**src/rtl/break_fetch_sequencer.sv**
```systemverilog
// break_fetch_sequencer
//
// Feeds the WalkSAT break counter/selector. For the chosen unsatisfied clause
// it reads the break/mask table once per valid literal (ascending slot order,
// one read per cycle), then forwards each in-order response to the selector
// as a slot write one cycle after it arrives. done_o pulses once the final
// slot has been written.
//
// Optional feature macro: BREAK_FETCH_TIMEOUT_EN
//   defined   : response watchdog of TIMEOUT_CYCLES; on expiry error_o pulses,
//               the fetch is abandoned (no done_o) and stray responses dropped
//   undefined : no watchdog; error_o is constant 0
//
// Ports
//   clk, reset             clock (rising edge), async active-high reset
//   start_i                launch a fetch (ignored unless idle and not busy)
//   clause_vars_i          NSAT variable IDs, slot k at [k*VAR_BITS +: VAR_BITS]
//   clause_lits_valid_i    per-slot literal-present bits
//   rd_en_o, rd_addr_o     table read strobe / variable ID
//   rd_data_valid_i        in-order table response strobe
//   rd_break_i, rd_mask_i  response words (MC bits each)
//   clause_broken_o        to selector clause_broken_i
//   mask_bits_o            to selector mask_bits_i
//   wren_o                 0 = no write, k+1 = write slot k
//   break_values_valid_o   latched copy of clause_lits_valid_i
//   busy_o                 accept .. one cycle after done_o (or abort)
//   done_o                 one-cycle pulse after the final slot write
//   error_o                one-cycle watchdog pulse
//
// state  | meaning
// IDLE   | waiting for start_i
// ISSUE  | one table read per cycle for the remaining valid slots
// WAIT   | all reads issued, collecting outstanding responses
// DONE   | every response written; done_o pulses on exit

module break_fetch_sequencer #(
  parameter int MAX_CLAUSES_PER_VARIABLE = 20,
  parameter int NSAT                     = 3,
  parameter int NSAT_BITS                = 2,
  parameter int VAR_BITS                 = 16
`ifdef BREAK_FETCH_TIMEOUT_EN
  , parameter int TIMEOUT_CYCLES         = 64
`endif
) (
  input  logic                                clk,
  input  logic                                reset,
  input  logic                                start_i,
  input  logic [NSAT*VAR_BITS-1:0]            clause_vars_i,
  input  logic [NSAT-1:0]                     clause_lits_valid_i,
  output logic                                rd_en_o,
  output logic [VAR_BITS-1:0]                 rd_addr_o,
  input  logic                                rd_data_valid_i,
  input  logic [MAX_CLAUSES_PER_VARIABLE-1:0] rd_break_i,
  input  logic [MAX_CLAUSES_PER_VARIABLE-1:0] rd_mask_i,
  output logic [MAX_CLAUSES_PER_VARIABLE-1:0] clause_broken_o,
  output logic [MAX_CLAUSES_PER_VARIABLE-1:0] mask_bits_o,
  output logic [NSAT_BITS-1:0]                wren_o,
  output logic [NSAT-1:0]                     break_values_valid_o,
  output logic                                busy_o,
  output logic                                done_o,
  output logic                                error_o
);

  localparam int MC = MAX_CLAUSES_PER_VARIABLE;

  typedef enum logic [1:0] {S_IDLE, S_ISSUE, S_WAIT, S_DONE} state_t;

  state_t state_q, state_d;

  // Latched clause and the ordered slot list. slot_q is the slot-index FIFO:
  // issue_cnt_q is its read-issue pointer, resp_cnt_q its pop (head) pointer.
  logic [NSAT*VAR_BITS-1:0] vars_q, vars_d;
  logic [NSAT_BITS-1:0]     slot_q [NSAT];
  logic [NSAT_BITS-1:0]     slot_d [NSAT];
  logic [NSAT_BITS-1:0]     n_q, n_d;
  logic [NSAT_BITS-1:0]     issue_cnt_q, issue_d;
  logic [NSAT_BITS-1:0]     resp_cnt_q, resp_d;

  logic                     rd_en_d;
  logic [VAR_BITS-1:0]      rd_addr_d;
  logic [MC-1:0]            broken_d, mask_d;
  logic [NSAT_BITS-1:0]     wren_d;
  logic [NSAT-1:0]          bvv_d;
  logic                     busy_d, done_d, error_d;

  logic [NSAT_BITS-1:0]     list_slot [NSAT];
  logic [NSAT_BITS-1:0]     list_cnt;
  logic                     accept, resp_fire, all_issued, timeout_hit;
  logic [NSAT_BITS-1:0]     resp_next;

  // Compact the valid slots of the incoming clause into ascending order.
  always_comb begin
    list_cnt = '0;
    for (int k = 0; k < NSAT; k++) list_slot[k] = '0;
    for (int k = 0; k < NSAT; k++) begin
      if (clause_lits_valid_i[k]) begin
        list_slot[list_cnt] = NSAT_BITS'(k);
        list_cnt            = list_cnt + NSAT_BITS'(1);
      end
    end
  end

  // busy_o stays high for the done_o cycle, so gating on it keeps a start in
  // that cycle from being taken.
  assign accept     = (state_q == S_IDLE) && start_i && !busy_o;
  assign resp_fire  = rd_data_valid_i && ((state_q == S_ISSUE) || (state_q == S_WAIT))
                      && (resp_cnt_q < issue_cnt_q);
  assign resp_next  = resp_fire ? resp_cnt_q + NSAT_BITS'(1) : resp_cnt_q;
  assign all_issued = (issue_cnt_q == n_q);

`ifdef BREAK_FETCH_TIMEOUT_EN
  localparam int TMO_BITS = $clog2(TIMEOUT_CYCLES + 1);

  logic [TMO_BITS-1:0] tmo_cnt_q;

  // WAIT always has at least one read outstanding; the count restarts on
  // every response.
  always_ff @(posedge clk or posedge reset) begin
    if (reset) begin
      tmo_cnt_q <= '0;
    end else if ((state_q != S_WAIT) || resp_fire) begin
      tmo_cnt_q <= '0;
    end else begin
      tmo_cnt_q <= tmo_cnt_q + TMO_BITS'(1);
    end
  end

  assign timeout_hit = (state_q == S_WAIT) && !resp_fire
                       && (tmo_cnt_q == TMO_BITS'(TIMEOUT_CYCLES - 1));
`else
  assign timeout_hit = 1'b0;
`endif

  // State register
  always_ff @(posedge clk or posedge reset) begin
    if (reset) state_q <= S_IDLE;
    else       state_q <= state_d;
  end

  // Next-state logic
  always_comb begin
    state_d = state_q;
    case (state_q)
      S_IDLE:  if (accept) state_d = (list_cnt == '0) ? S_DONE : S_ISSUE;
      S_ISSUE: if (all_issued) state_d = (resp_next == n_q) ? S_DONE : S_WAIT;
      S_WAIT: begin
        if (timeout_hit)            state_d = S_IDLE;
        else if (resp_next == n_q)  state_d = S_DONE;
      end
      S_DONE:  state_d = S_IDLE;
      default: state_d = S_IDLE;
    endcase
  end

  // Output / datapath next values (all outputs are registered below)
  always_comb begin
    rd_en_d   = 1'b0;
    rd_addr_d = rd_addr_o;
    wren_d    = '0;
    broken_d  = clause_broken_o;
    mask_d    = mask_bits_o;
    bvv_d     = break_values_valid_o;
    busy_d    = busy_o;
    done_d    = 1'b0;
    error_d   = timeout_hit;
    vars_d    = vars_q;
    n_d       = n_q;
    issue_d   = issue_cnt_q;
    resp_d    = resp_next;
    for (int k = 0; k < NSAT; k++) slot_d[k] = slot_q[k];

    case (state_q)
      S_IDLE: begin
        if (done_o) busy_d = 1'b0;
        if (accept) begin
          busy_d  = 1'b1;
          bvv_d   = clause_lits_valid_i;
          vars_d  = clause_vars_i;
          n_d     = list_cnt;
          resp_d  = '0;
          issue_d = '0;
          for (int k = 0; k < NSAT; k++) slot_d[k] = list_slot[k];
          // The first read goes out straight from the accept edge.
          if (list_cnt != '0) begin
            rd_en_d   = 1'b1;
            rd_addr_d = clause_vars_i[list_slot[0]*VAR_BITS +: VAR_BITS];
            issue_d   = NSAT_BITS'(1);
          end
        end
      end
      S_ISSUE: begin
        if (!all_issued) begin
          rd_en_d   = 1'b1;
          rd_addr_d = vars_q[slot_q[issue_cnt_q]*VAR_BITS +: VAR_BITS];
          issue_d   = issue_cnt_q + NSAT_BITS'(1);
        end
      end
      S_DONE:  done_d = 1'b1;
      default: ;
    endcase

    if (resp_fire) begin
      wren_d   = slot_q[resp_cnt_q] + NSAT_BITS'(1);
      broken_d = rd_break_i;
      mask_d   = rd_mask_i;
    end

    if (timeout_hit) begin
      busy_d  = 1'b0;
      n_d     = '0;
      issue_d = '0;
      resp_d  = '0;
    end
  end

  always_ff @(posedge clk or posedge reset) begin
    if (reset) begin
      rd_en_o              <= 1'b0;
      rd_addr_o            <= '0;
      wren_o               <= '0;
      clause_broken_o      <= '0;
      mask_bits_o          <= '0;
      break_values_valid_o <= '0;
      busy_o               <= 1'b0;
      done_o               <= 1'b0;
      error_o              <= 1'b0;
      vars_q               <= '0;
      n_q                  <= '0;
      issue_cnt_q          <= '0;
      resp_cnt_q           <= '0;
      for (int k = 0; k < NSAT; k++) slot_q[k] <= '0;
    end else begin
      rd_en_o              <= rd_en_d;
      rd_addr_o            <= rd_addr_d;
      wren_o               <= wren_d;
      clause_broken_o      <= broken_d;
      mask_bits_o          <= mask_d;
      break_values_valid_o <= bvv_d;
      busy_o               <= busy_d;
      done_o               <= done_d;
      error_o              <= error_d;
      vars_q               <= vars_d;
      n_q                  <= n_d;
      issue_cnt_q          <= issue_d;
      resp_cnt_q           <= resp_d;
      for (int k = 0; k < NSAT; k++) slot_q[k] <= slot_d[k];
    end
  end

endmodule
```
**config.mk**
```make
export PLATFORM = sky130hd
export DESIGN_NAME = break_fetch_sequencer
export DESIGN_NICKNAME = d
export VERILOG_FILES = /design/src/rtl/break_fetch_sequencer.sv
export SDC_FILE = /design/constraint.sdc
export NUM_CORES = 1
export LEC_CHECK = 0
export BUFFER_PORTS_ARGS = -buffer_cell sky130_fd_sc_hd__buf_2
export CORE_MARGIN = 2
export CORE_UTILIZATION = 35
export CTS_CLUSTER_DIAMETER = 80
export DETAILED_ROUTE_END_ITERATION = 7
export PLACE_DENSITY = 0.59
export SLEW_MARGIN = 40
export SYNTH_ARGS = -nofsm -noshare
export SYNTH_HDL_FRONTEND = slang
export SYNTH_SLANG_ARGS = --single-unit
export TNS_END_PERCENT = 30
```
**constraint.sdc**
```tcl
create_clock -name clk -period 11.2 [get_ports clk]
set_input_delay 1.12 -clock clk [delete_from_list [all_inputs] [get_ports clk]]
set_output_delay 1.12 -clock clk [all_outputs]
set_load 0.005 [all_outputs]
```
== Word-level counts from Yosys, hierarchy flattened ==
Index checks and enable logic that the tools add are counted.
Widths: inputs -> output; s select.
Cells by class
  eq/ne operators: 10
  add/sub/neg operators: 5
  magnitude comparators: 7
  shifts and indexed selects: 2
  bitwise operators: 7
  muxes and demuxes: 40
  reductions and logical operators: 18
Operator list (count)
  $shiftx 48x7->16: 2
  $mux 16: 3
  $mux 2: 18
  $pmux 16 s2: 1
  $ge 3x3->1 const B: 4
  $not 2->3: 4
  $add 2x1->2 const B: 5
  $mux 1: 9
  $bmux 2 s2: 2
  $demux 2 s2: 2
  $pmux 2 s4: 1
  $logic_and 1x1->1: 6
  $lt 3x1->1 const B: 2
  $mux 6: 1
  $ne 2x2->1 const B: 3
  $reduce_and 3->1: 2
  $reduce_bool 2->1: 3
  $mux 5: 1
  $eq 2x2->1: 2
  $eq 2x2->1 const B: 2
  $logic_not 2->1: 2
  $ne 2x1->1 const B: 2
  $pmux 2 s2: 1
  $reduce_and 2->1: 2
  9 further kinds: 9
Word-level totals
  output and inout bits: 65
  word-level logic and storage cells: 105
  register bits: 126
  bits of input ports: 95

== Logic depth before layout (Yosys ltp) ==
Gate-level depths: netlist (run 1).
  depth in word-level cells: 15
  mapped depth: 9
  gate-level depth less buffers: 7

== Worst setup path before layout (run 1) ==
OpenSTA, ideal clock, no wires.
  kind: in2reg
  from: in rd_data_valid_i
  to: reg state_q[1]
  cell stages on the path: 5
  buffers on the path: 0
  setup slack: 8.509 ns
  library setup time: 0.125 ns
  data required time: 11.075 ns
  data arrival time: 2.566 ns
  cell sequence: nand2_1 a211oi_4 mux2_2 o31ai_1 mux2_2
On the way
  word-level cells in the longest chain between the ends: 6
RTL lines
  start, declared: RTL line 52  | input logic rd_data_valid_i,
  $logic_and 1x1->1: RTL line 106  | assign resp_fire = rd_data_valid_i && ((state_q == S_ISSUE) || (state_q == S_WAIT))
  $logic_and 1x1->1: RTL line 107  | && (resp_cnt_q < issue_cnt_q);
  $mux 2: RTL line 108  | assign resp_next = resp_fire ? resp_cnt_q + NSAT_BITS'(1) : resp_cnt_q;
  $eq 2x2->1: RTL line 148  | else if (resp_next == n_q) state_d = S_DONE;
  $ne 2x1->1 (no line)
  $reduce_and 3->1 (no line)
  end signal, assigned: RTL line 137  | else state_q <= state_d;
  end, declared: RTL line 68  | state_t state_q, state_d;
No other way between the ends.
A chain may end at the register's enable or synchronous reset.

== Final worst setup path (run 1) ==
  from: reg issue_cnt_q[1]
  to: reg state_q[1]
On the way
  word-level cells in the longest chain between the ends: 6
  elaborated cells on any way between the ends: 8
  those cells by class: order compare (1); eq/ne (4); mux (1); reduce/logical (2)
RTL lines
  start, declared: RTL line 76  | logic [NSAT_BITS-1:0] issue_cnt_q, issue_d;
  start signal, assigned: RTL line 244  | issue_cnt_q <= issue_d;
  $lt 2x2->1: RTL line 107
  $logic_and 1x1->1: RTL line 107
  $mux 2: RTL line 108
  $eq 2x2->1: RTL line 148
  $ne 2x1->1 (no line)
  $reduce_and 3->1 (no line) *
Mark *: on every way between the ends. The rest lies on a longest branch, timed or not.

==> results.cfg, run 1 <==
[status]
status = completed

[yosys]
syn_nets = 614
synth_top_cells_by_area = dfrtp_1, mux2_2, nand2_1
synth_compound_area_frac = 0.119
ys_top_cells_by_count = dfrtp_1, mux2_2, nand2_1, clkbuf_1, mux2i_1
synth_most_common_cell = dfrtp_1
yosys-mux-area-fraction = 0.210
postSynthAreaPerCell_um2 = 11.8
synthesis.area_um2 = 5990
synth_top_family_by_area = multiplexers
synth_edf_count = 0
yosys.area_share.adder = 0.0209
ys_seq_area_frac = 0.522
synth_top_area_frac = 0.522
synth.distinct_cells = 44
synth_xor_area_frac = 0.0102
synth_warnings = 0
yosysTopAreaCell = dfrtp_1
synthFlopType = dfrtp_1
async_flop_share = 1.00
yosys.area_share.simple = 0.0852
synth_cells = 509
ys_ff_latch = 125

[critical_path]
reg2reg_from = issue_cnt_q[1]
cpMostUsedCell = mux2_2
crit_buf_inv = 2
reg2reg_depth = 7
worst_path_largest_cell_delay_ns = 0.53
rr_endpoint = state_q[1]
crit_slowest_cell = dfrtp_1
cp_cell_sequence = inv_1, ha_1, a211oi_4, buf_4, mux2_2, o31ai_1, mux2_2
end_kind = flip-flop
worstPathMaxFanout = 46
worstPathArrival_ns = 3.19
cp_num_cells = 7
crit_type = flip-flop to flip-flop
critical_path_required_ns = 11.50
reg2reg_slack_ns = 8.31
crit_family = multiplexers
cp-start-kind = flip-flop

[timing]
grt_setup_unrepaired = no
setup_violations = 0
fin_crit_ns = 2.89
worst_pin_slew_ns = 0.734
setup_tns_ns = 0
hold_viol_final = 0
slew_headroom = 0.511
skew_ns = 0.00749
slew_viol_final = 0
fmax_mhz = 345
period_share = 0.258

[global_route]
grt_overflow = 0
antenna_found_initial = 2
grt_pass1_vias = 4780
grt_usage = 0.166
grt_max_degree = 78
grt_pass1_wl_um = 23600

[finish]
register_area_um2 = 3130
area_growth_pct = 26.0
stdcell_count = 889
final_nets = 760
drive_above_1_share = 0.445
multi_input_area_um2 = 2690
nFillCells = 1565

[floorplanning]
coreArea_um2 = 16600
initial_core_util = 0.360
die-area_um2 = 18200
io_pins = 160
fp.dieW_um = 135
die_y_um = 135
fp-row-count = 47

[clock_tree]
cts_tree = yes
ctsResizeCount = 0
cts_sinks = 125
clkSlewWorstSetupHoldPaths_ns = 0.05
numCtsBuffers = 17
cts_root_buf = clkbuf_16
clockBufferDepth = 2
postCtsHoldBufs = 0
postCtsSetupBuffers = 0
htreeDepth = 4
worstSkewPairLatency_ns = 0.42

[power_and_ir_drop]
vdd_ir_drop_max_v = 0.000138
leakage_nw = 3.63
power_density_nw_per_um2 = 292

[route]
drc_errors = 0
drtIter0Drc = 266
routedWlPerCell_um = 16.6
dr.pass1.iters = 5
drt-vias-per-instance = 5.16
ant_nets = 0
num_vias = 4585
finalWirelength_um = 14700

[placement]
globalplace.congestion = 0.817
hpwl_um = 9650
placedCellCount = 856
portBuffers = 158

[flow_run]
cap_violations = 0

[hold_path]
hold_class = flip-flop to flip-flop
min_path_cells = 2
hold_path_end = break_values_valid_o[1]
min_from = break_values_valid_o[1]
[area by class of cell]
class,instances,share of cell area
flip-flops and latches,125,0.414
clock inverters,4,0.00331
repair buffers,166,0.114
inverters,7,0.00381
well taps,220,0.0364
clock buffers,28,0.0724
multi-input cells,338,0.356
diodes,1,0.000331
[power by group]
part / switching (W) / internal [W]
clock network: 0.000187 / 0.000329
logic: 0.000426 / 0.000452
registers: 0.000134 / 0.000680
[metal layers]
| metal | vias to the layer above | part of all wire | track usage |
|---|---|---|---|
| li1 | 2126 | - | - |
| met4 | 0 | 0.018 | 0.0661 |
| met1 | 2252 | 0.42 | 0.198 |
| met2 | 185 | 0.48 | 0.279 |
| met5 | - | 0 | 0 |
| met3 | 22 | 0.083 | 0.0548 |
[cells in the final DEF, fill, tap and decap left out, types with 2 or more instances in the layout]
cell	instances
a21oi_1	19
a311oi_1	16
and2_1	4
buf_2	158
buf_4	6
buf_6	2
clkbuf_1	3
clkbuf_16	17
clkbuf_8	8
clkinv_2	2
clkinvlp_4	2
dfrtp_1	125
ha_1	9
inv_1	6
mux2_2	93
mux2i_1	21
nand2_1	66
nand2b_1	2
nand3_1	17
nand3b_1	4
nor2_1	8
nor2b_1	2
nor3_1	4
o211a_1	17
o21ai_0	9
o31ai_1	18
xnor2_1	4
xor2_1	3
[stage by stage]
| stage | setup WS [ns] | utilization | power, W | hold WS (ns) | instance area, um2 |
|---|---|---|---|---|---|
| after global placement | 7.35 | 0.418 | 0.00166 | 0.468 | 6960 |
| after detailed placement | 7.97 | 0.419 | 0.00171 | 0.469 | 6980 |
| after CTS | 8.29 | 0.454 | 0.00224 | 0.480 | 7550 |
| after global routing | 8.12 | 0.454 | 0.00237 | 0.502 | 7550 |
| final | 8.31 | 0.454 | 0.00221 | 0.474 | 7550 |
| after floorplan | 6.75 | - | 0.00141 | 0.471 | 5990 |
[worst reg2reg max path, cell delays in order, from the launching register on]
cell	delay, ns
dfrtp_1	0.53
inv_1	0.11
ha_1	0.34
a211oi_4	0.20
buf_4	0.50
mux2_2	0.44
o31ai_1	0.29
mux2_2	0.37
[logic make-up after synthesis]
kind of cell	count (synthesis)
compound gates	93
xor+xnor	7
fa+ha+maj	10
buf+inv	46
flops	125
mux	114
other cells	1
simple gates	113
[sequential cells by signal (all words and copies together), names as in the netlist]
name / flops
busy_o: 1
n_q: 2
mask_bits_o: 20
wren_o: 2
state_q: 2
rd_addr_o: 16
issue_cnt_q: 2
done_o: 1
break_values_valid_o: 3
rd_en_o: 1
clause_broken_o: 20
slot_q: 5
resp_cnt_q: 2
vars_q: 48
[worst max-delay path by stage]
stage                                       from                 endpoint  slack, ns
after floorplan                            reset  break_values_valid_o[0]       6.75
final                             issue_cnt_q[1]               state_q[1]       8.31
after CTS                         issue_cnt_q[1]               state_q[1]       8.29
after global placement    clause_lits_valid_i[0]            rd_addr_o[15]       7.35
after global routing              issue_cnt_q[1]               state_q[1]       8.12
after detailed placement         rd_data_valid_i               state_q[1]       7.97
(Power assumes the default switching activity.)
==> run 2, diff against run 1 <==
==> constraint.sdc (replaced) <==
create_clock -name clk -period 3 [get_ports clk]
set_input_delay 0.3 -clock clk [delete_from_list [all_inputs] [get_ports clk]]
set_output_delay 0.3 -clock clk [all_outputs]
set_load 0.005 [all_outputs]
==> results.cfg, run 2 (synthesized netlist as in run 1, its figures left out) <==
[timing]
fin_crit_ns = 2.38
hold_viol_final = 0
skew_ns = 0.0114
worst_pin_slew_ns = 0.646
slew_headroom = 0.567
setup_violations = 0
slew_viol_final = 0
setup_tns_ns = 0
grt_setup_unrepaired = no
fmax_mhz = 421
period_share = 0.792

[placement]
placedCellCount = 864
hpwl_um = 10400
portBuffers = 158
globalplace.congestion = 0.793
place_area_um2 = 7040

[critical_path]
end_kind = flip-flop
worstPathMaxFanout = 36
cp-start-kind = flip-flop
reg2reg_from = state_q[0]
critPathLaunch = state_q[0]
crit_type = flip-flop to flip-flop
worstPathArrival_ns = 2.66
critical_path_required_ns = 3.29
reg2reg_slack_ns = 0.62

[power_and_ir_drop]
leakage_nw = 3.71
vdd_ir_drop_max_v = 0.000473
power_density_nw_per_um2 = 1100

[clock_tree]
cts_tree = yes
postCtsSetupBuffers = 0
ctsResizeCount = 0
cts_sinks = 125
worstSkewPairLatency_ns = 0.41
clkSlewWorstSetupHoldPaths_ns = 0.05
postCtsHoldBufs = 1
htreeDepth = 4
numCtsBuffers = 17
cts_root_buf = clkbuf_16
clockBufferDepth = 2

[floorplanning]
coreArea_um2 = 16600
fp.dieW_um = 135
die-area_um2 = 18200
io_pins = 160
initial_core_util = 0.360
fp-row-count = 47
die_y_um = 135

[finish]
reg_top3 = vars_q (48), clause_broken_o (20), mask_bits_o (20)
drive_above_1_share = 0.448
nFillCells = 1548
largest_register_ffs = 48
layout_common_cells = buf_2, dfrtp_1, mux2_2, nand2_1, mux2i_1
area_growth_pct = 28.3
stdcell_count = 899
design_area_um2 = 7690
final_nets = 770
final_common_cell = buf_2
fin_util = 0.462
regMostFlops = vars_q

[global_route]
grt_max_degree = 77
grt_pass1_vias = 4566
grt_overflow = 0
antenna_found_initial = 2
grt_usage = 0.167
grt_pass1_wl_um = 23400

[route]
finalWirelength_um = 14900
drtIter0Drc = 182
num_vias = 4526
ant_nets = 0
drt-vias-per-instance = 5.03
routedWlPerCell_um = 16.6
drc_errors = 0
dr.pass1.iters = 4

[flow_run]
cap_violations = 0

[status]
status = completed

[hold_path]
hold_class = input pin to flip-flop
min_from = rd_mask_i[10]
[run 2: changes by cell type in the layout (fill, tap and decap cells not counted), sizes merged]
cell	change
buf	+9
bufinv	+3
clkbuf	-4
clkinv	+2
clkinvlp	-1
diode	+1
dlygate4sd3	+1
inv	-1
[run 2: metal layers]
layer,global-route usage,vias up,share of wire
met5,0,-,0
met4,0.0532,0,0.012
met3,0.0544,14,0.069
met2,0.281,141,0.48
met1,0.202,2226,0.44
li1,-,2145,-
[run 2: worst paths after layout]
| kind | to | cells past startpoint |
|---|---|---|
| worst max-delay path | clause_broken_o[12] | 7 |
| worst min-delay path | mask_bits_o[10] | 2 |
| worst max register to register | clause_broken_o[12] | 7 |
| worst min register to register | rd_addr_o[7] | 2 |
| max in group asynchronous | clause_broken_o[13] | 4 |
| min in group asynchronous | clause_broken_o[18] | 3 |
[run 2: cell type report]
type	instances	area, um2	share of cell area
Clock buffer	24	492	0.0639
Antenna cell	2	5.00	0.000651
Clock inverter	7	110	0.0143
Inverter	7	30.0	0.00390
Timing Repair Buffer	176	953	0.124
Tap cell	220	275	0.0358
Multi-Input combinational cell	338	2700	0.351
Sequential cell	125	3130	0.407
[run 2: power breakdown]
group	total, W	switching [W]	internal, W
logic	0.00333	0.00159	0.00174
clock network	0.00209	0.000703	0.00138
registers	0.00306	0.000519	0.00254
[run 2: stage by stage]
step	hold WS (ns)	total power, W	setup slack (ns)
5_1_grt	0.101	0.00908	0.444
4_1_cts	0.0992	0.00856	0.600
3_5_place_dp	0.332	0.00644	0.595
6_report	0.119	0.00848	0.624
2_1_floorplan	0.451	0.00528	0.657
3_3_place_gp	0.327	0.00628	0.695
[run 2: critical path, cell delays in order, from the launching register on]
cell	delay, ns
dfrtp_1	0.40
inv_1	0.13
ha_1	0.34
nand2_1	0.10
a211oi_4	0.23
buf_4	0.22
buf_4	0.42
mux2_2	0.40
==> run 3, diff against run 2 <==
--- a/config.mk
+++ b/config.mk
@@ -10,7 +10,7 @@
 export CORE_UTILIZATION = 35
 export CTS_CLUSTER_DIAMETER = 80
 export DETAILED_ROUTE_END_ITERATION = 7
-export PLACE_DENSITY = 0.59
+export PLACE_DENSITY = 0.61
 export SLEW_MARGIN = 40
 export SYNTH_ARGS = -nofsm -noshare
 export SYNTH_HDL_FRONTEND = slang
==> constraint.sdc (replaced) <==
create_clock -name clk -period 1.9 [get_ports clk]
set_input_delay 0.19 -clock clk [delete_from_list [all_inputs] [get_ports clk]]
set_output_delay 0.19 -clock clk [all_outputs]
set_load 0.005 [all_outputs]
==> results.cfg, run 3 (synthesized netlist as in run 1, its figures left out) <==
[clock_tree]
clockBufferDepth = 2
cts_sinks = 125
htreeDepth = 4
cts_tree = yes
worstSkewPairLatency_ns = 0.41
postCtsSetupBuffers = 0
cts_root_buf = clkbuf_16
clkSlewWorstSetupHoldPaths_ns = 0.05
numCtsBuffers = 17

[route]
ant_nets = 0
drt-vias-per-instance = 5.04
drtIter0Drc = 223
dr.pass1.iters = 4
finalWirelength_um = 15200
drc_errors = 0
routedWlPerCell_um = 16.2
num_vias = 4736

[finish]
reg_top3 = vars_q (48), clause_broken_o (20), mask_bits_o (20)
regMostFlops = vars_q
area_growth_pct = 37.3
final_common_cell = buf_2
diodes = 0
largest_register_ffs = 48
layout_common_cells = buf_2, dfrtp_1, mux2_2, nand2_1, dlygate4sd3_1
nFillCells = 1473
drive_above_1_share = 0.465
final_nets = 812

[status]
status = complete, but fails checks
violations = setup timing

[timing]
worst_pin_slew_ns = 0.571
hold_slack_ns = 0.0265
fmax_mhz = 525
setup_tns_ns = -0.00575
setup_violations = 1
slew_viol_final = 0
fin_crit_ns = 1.91
hold_viol_final = 0
slew_headroom = 0.619
grt_setup_unrepaired = yes
skew_ns = 0.0106
period_share = 1.00
setup_ws_ns = -0.00575

[flow_run]
cap_violations = 0

[placement]
globalplace.congestion = 0.809
portBuffers = 158
hpwl_um = 9930
dp_slack_ns = -0.215

[hold_path]
hold_class = input pin to flip-flop

[global_route]
antenna_found_initial = 0
grt_max_degree = 79
grt_overflow = 0
grt_usage = 0.174
grt_pass1_wl_um = 24800
grt_util_met3 = 0.0507
use_met1 = 0.210
met2_usage = 0.298
grt_pass1_vias = 4945
top_usage_layer = met2

[critical_path]
crit_type = flip-flop to flip-flop
critical_path.endpoint = state_q[1]
reg2reg_from = state_q[0]
cp-start-kind = flip-flop
critPathLaunch = state_q[0]
reg2reg_slack_ns = -0.006
worstPathMaxFanout = 2
worstPathArrival_ns = 2.19
rr_endpoint = state_q[1]
critical_path_required_ns = 2.18
reg2reg_depth = 8
end_kind = flip-flop

[power_and_ir_drop]
leakage_nw = 3.93
power_density_nw_per_um2 = 1700
vdd_ir_drop_max_v = 0.000757

[floorplanning]
fp-row-count = 47
initial_core_util = 0.360
io_pins = 160
fp.dieW_um = 135
die_y_um = 135
coreArea_um2 = 16600
die-area_um2 = 18200
==> run 3: timing repair <==
item                                   4_1_cts  5_1_grt
setup endpoints to repair                   51       56
resized for setup                           13       13
pin swaps                                    4        0
hold buffers                                27        0
endpoints found under the hold margin      104        0
==> run 3: cell type report <==
type	instances	area, um2	share of cell area
Multi-Input combinational cell	338	2810	0.341
Clock inverter	6	57.6	0.00699
Clock buffer	26	509	0.0619
Sequential cell	125	3130	0.380
Tap cell	220	275	0.0334
Inverter	7	30.0	0.00365
Timing Repair Buffer	218	1420	0.173
==> run 3: critical path: stages (launching register included) <==
cell,delay [ns]
dfrtp_1,0.36
inv_2,0.06
ha_4,0.28
nand2_4,0.05
a211oi_4,0.18
buf_4,0.19
mux2i_4,0.27
o31ai_4,0.09
mux2_4,0.30
==> run 3: power breakdown <==
part | internal [W] | total [W] | switching [W]
combinational | 0.00333 | 0.00618 | 0.00286
sequential | 0.00402 | 0.00474 | 0.000720
clock | 0.00196 | 0.00308 | 0.00111
total | 0.00931 | 0.0140 | 0.00469
==> run 3: per-layer routing <==
layer  wire, um  share of wire  vias up
met4        104         0.0068        0
met2       7490           0.49      170
met3       1120          0.073        9
li1           -              -     2236
met5          0              0        -
met1       6540           0.43     2321
==> run 3: stage by stage <==
stage,util,area [um2],power [W],std cells
after global placement,0.436,7250,0.0103,881
after detailed placement,0.436,7250,0.0105,881
after global routing,0.495,8230,0.0150,940
after CTS,0.490,8160,0.0139,940
after floorplan,-,6000,0.00833,509
final,0.495,8230,0.0140,940
==> run 3: worst min-delay path by stage <==
stage,endpoint,depth (start not counted),start
after detailed placement,rd_addr_o[12],3,reset
after floorplan,vars_q[0],1,clause_vars_i[0]
after CTS,clause_broken_o[14],2,rd_break_i[14]
final,clause_broken_o[1],2,rd_break_i[1]
after global placement,rd_addr_o[12],3,reset
after global routing,vars_q[26],2,clause_vars_i[26]
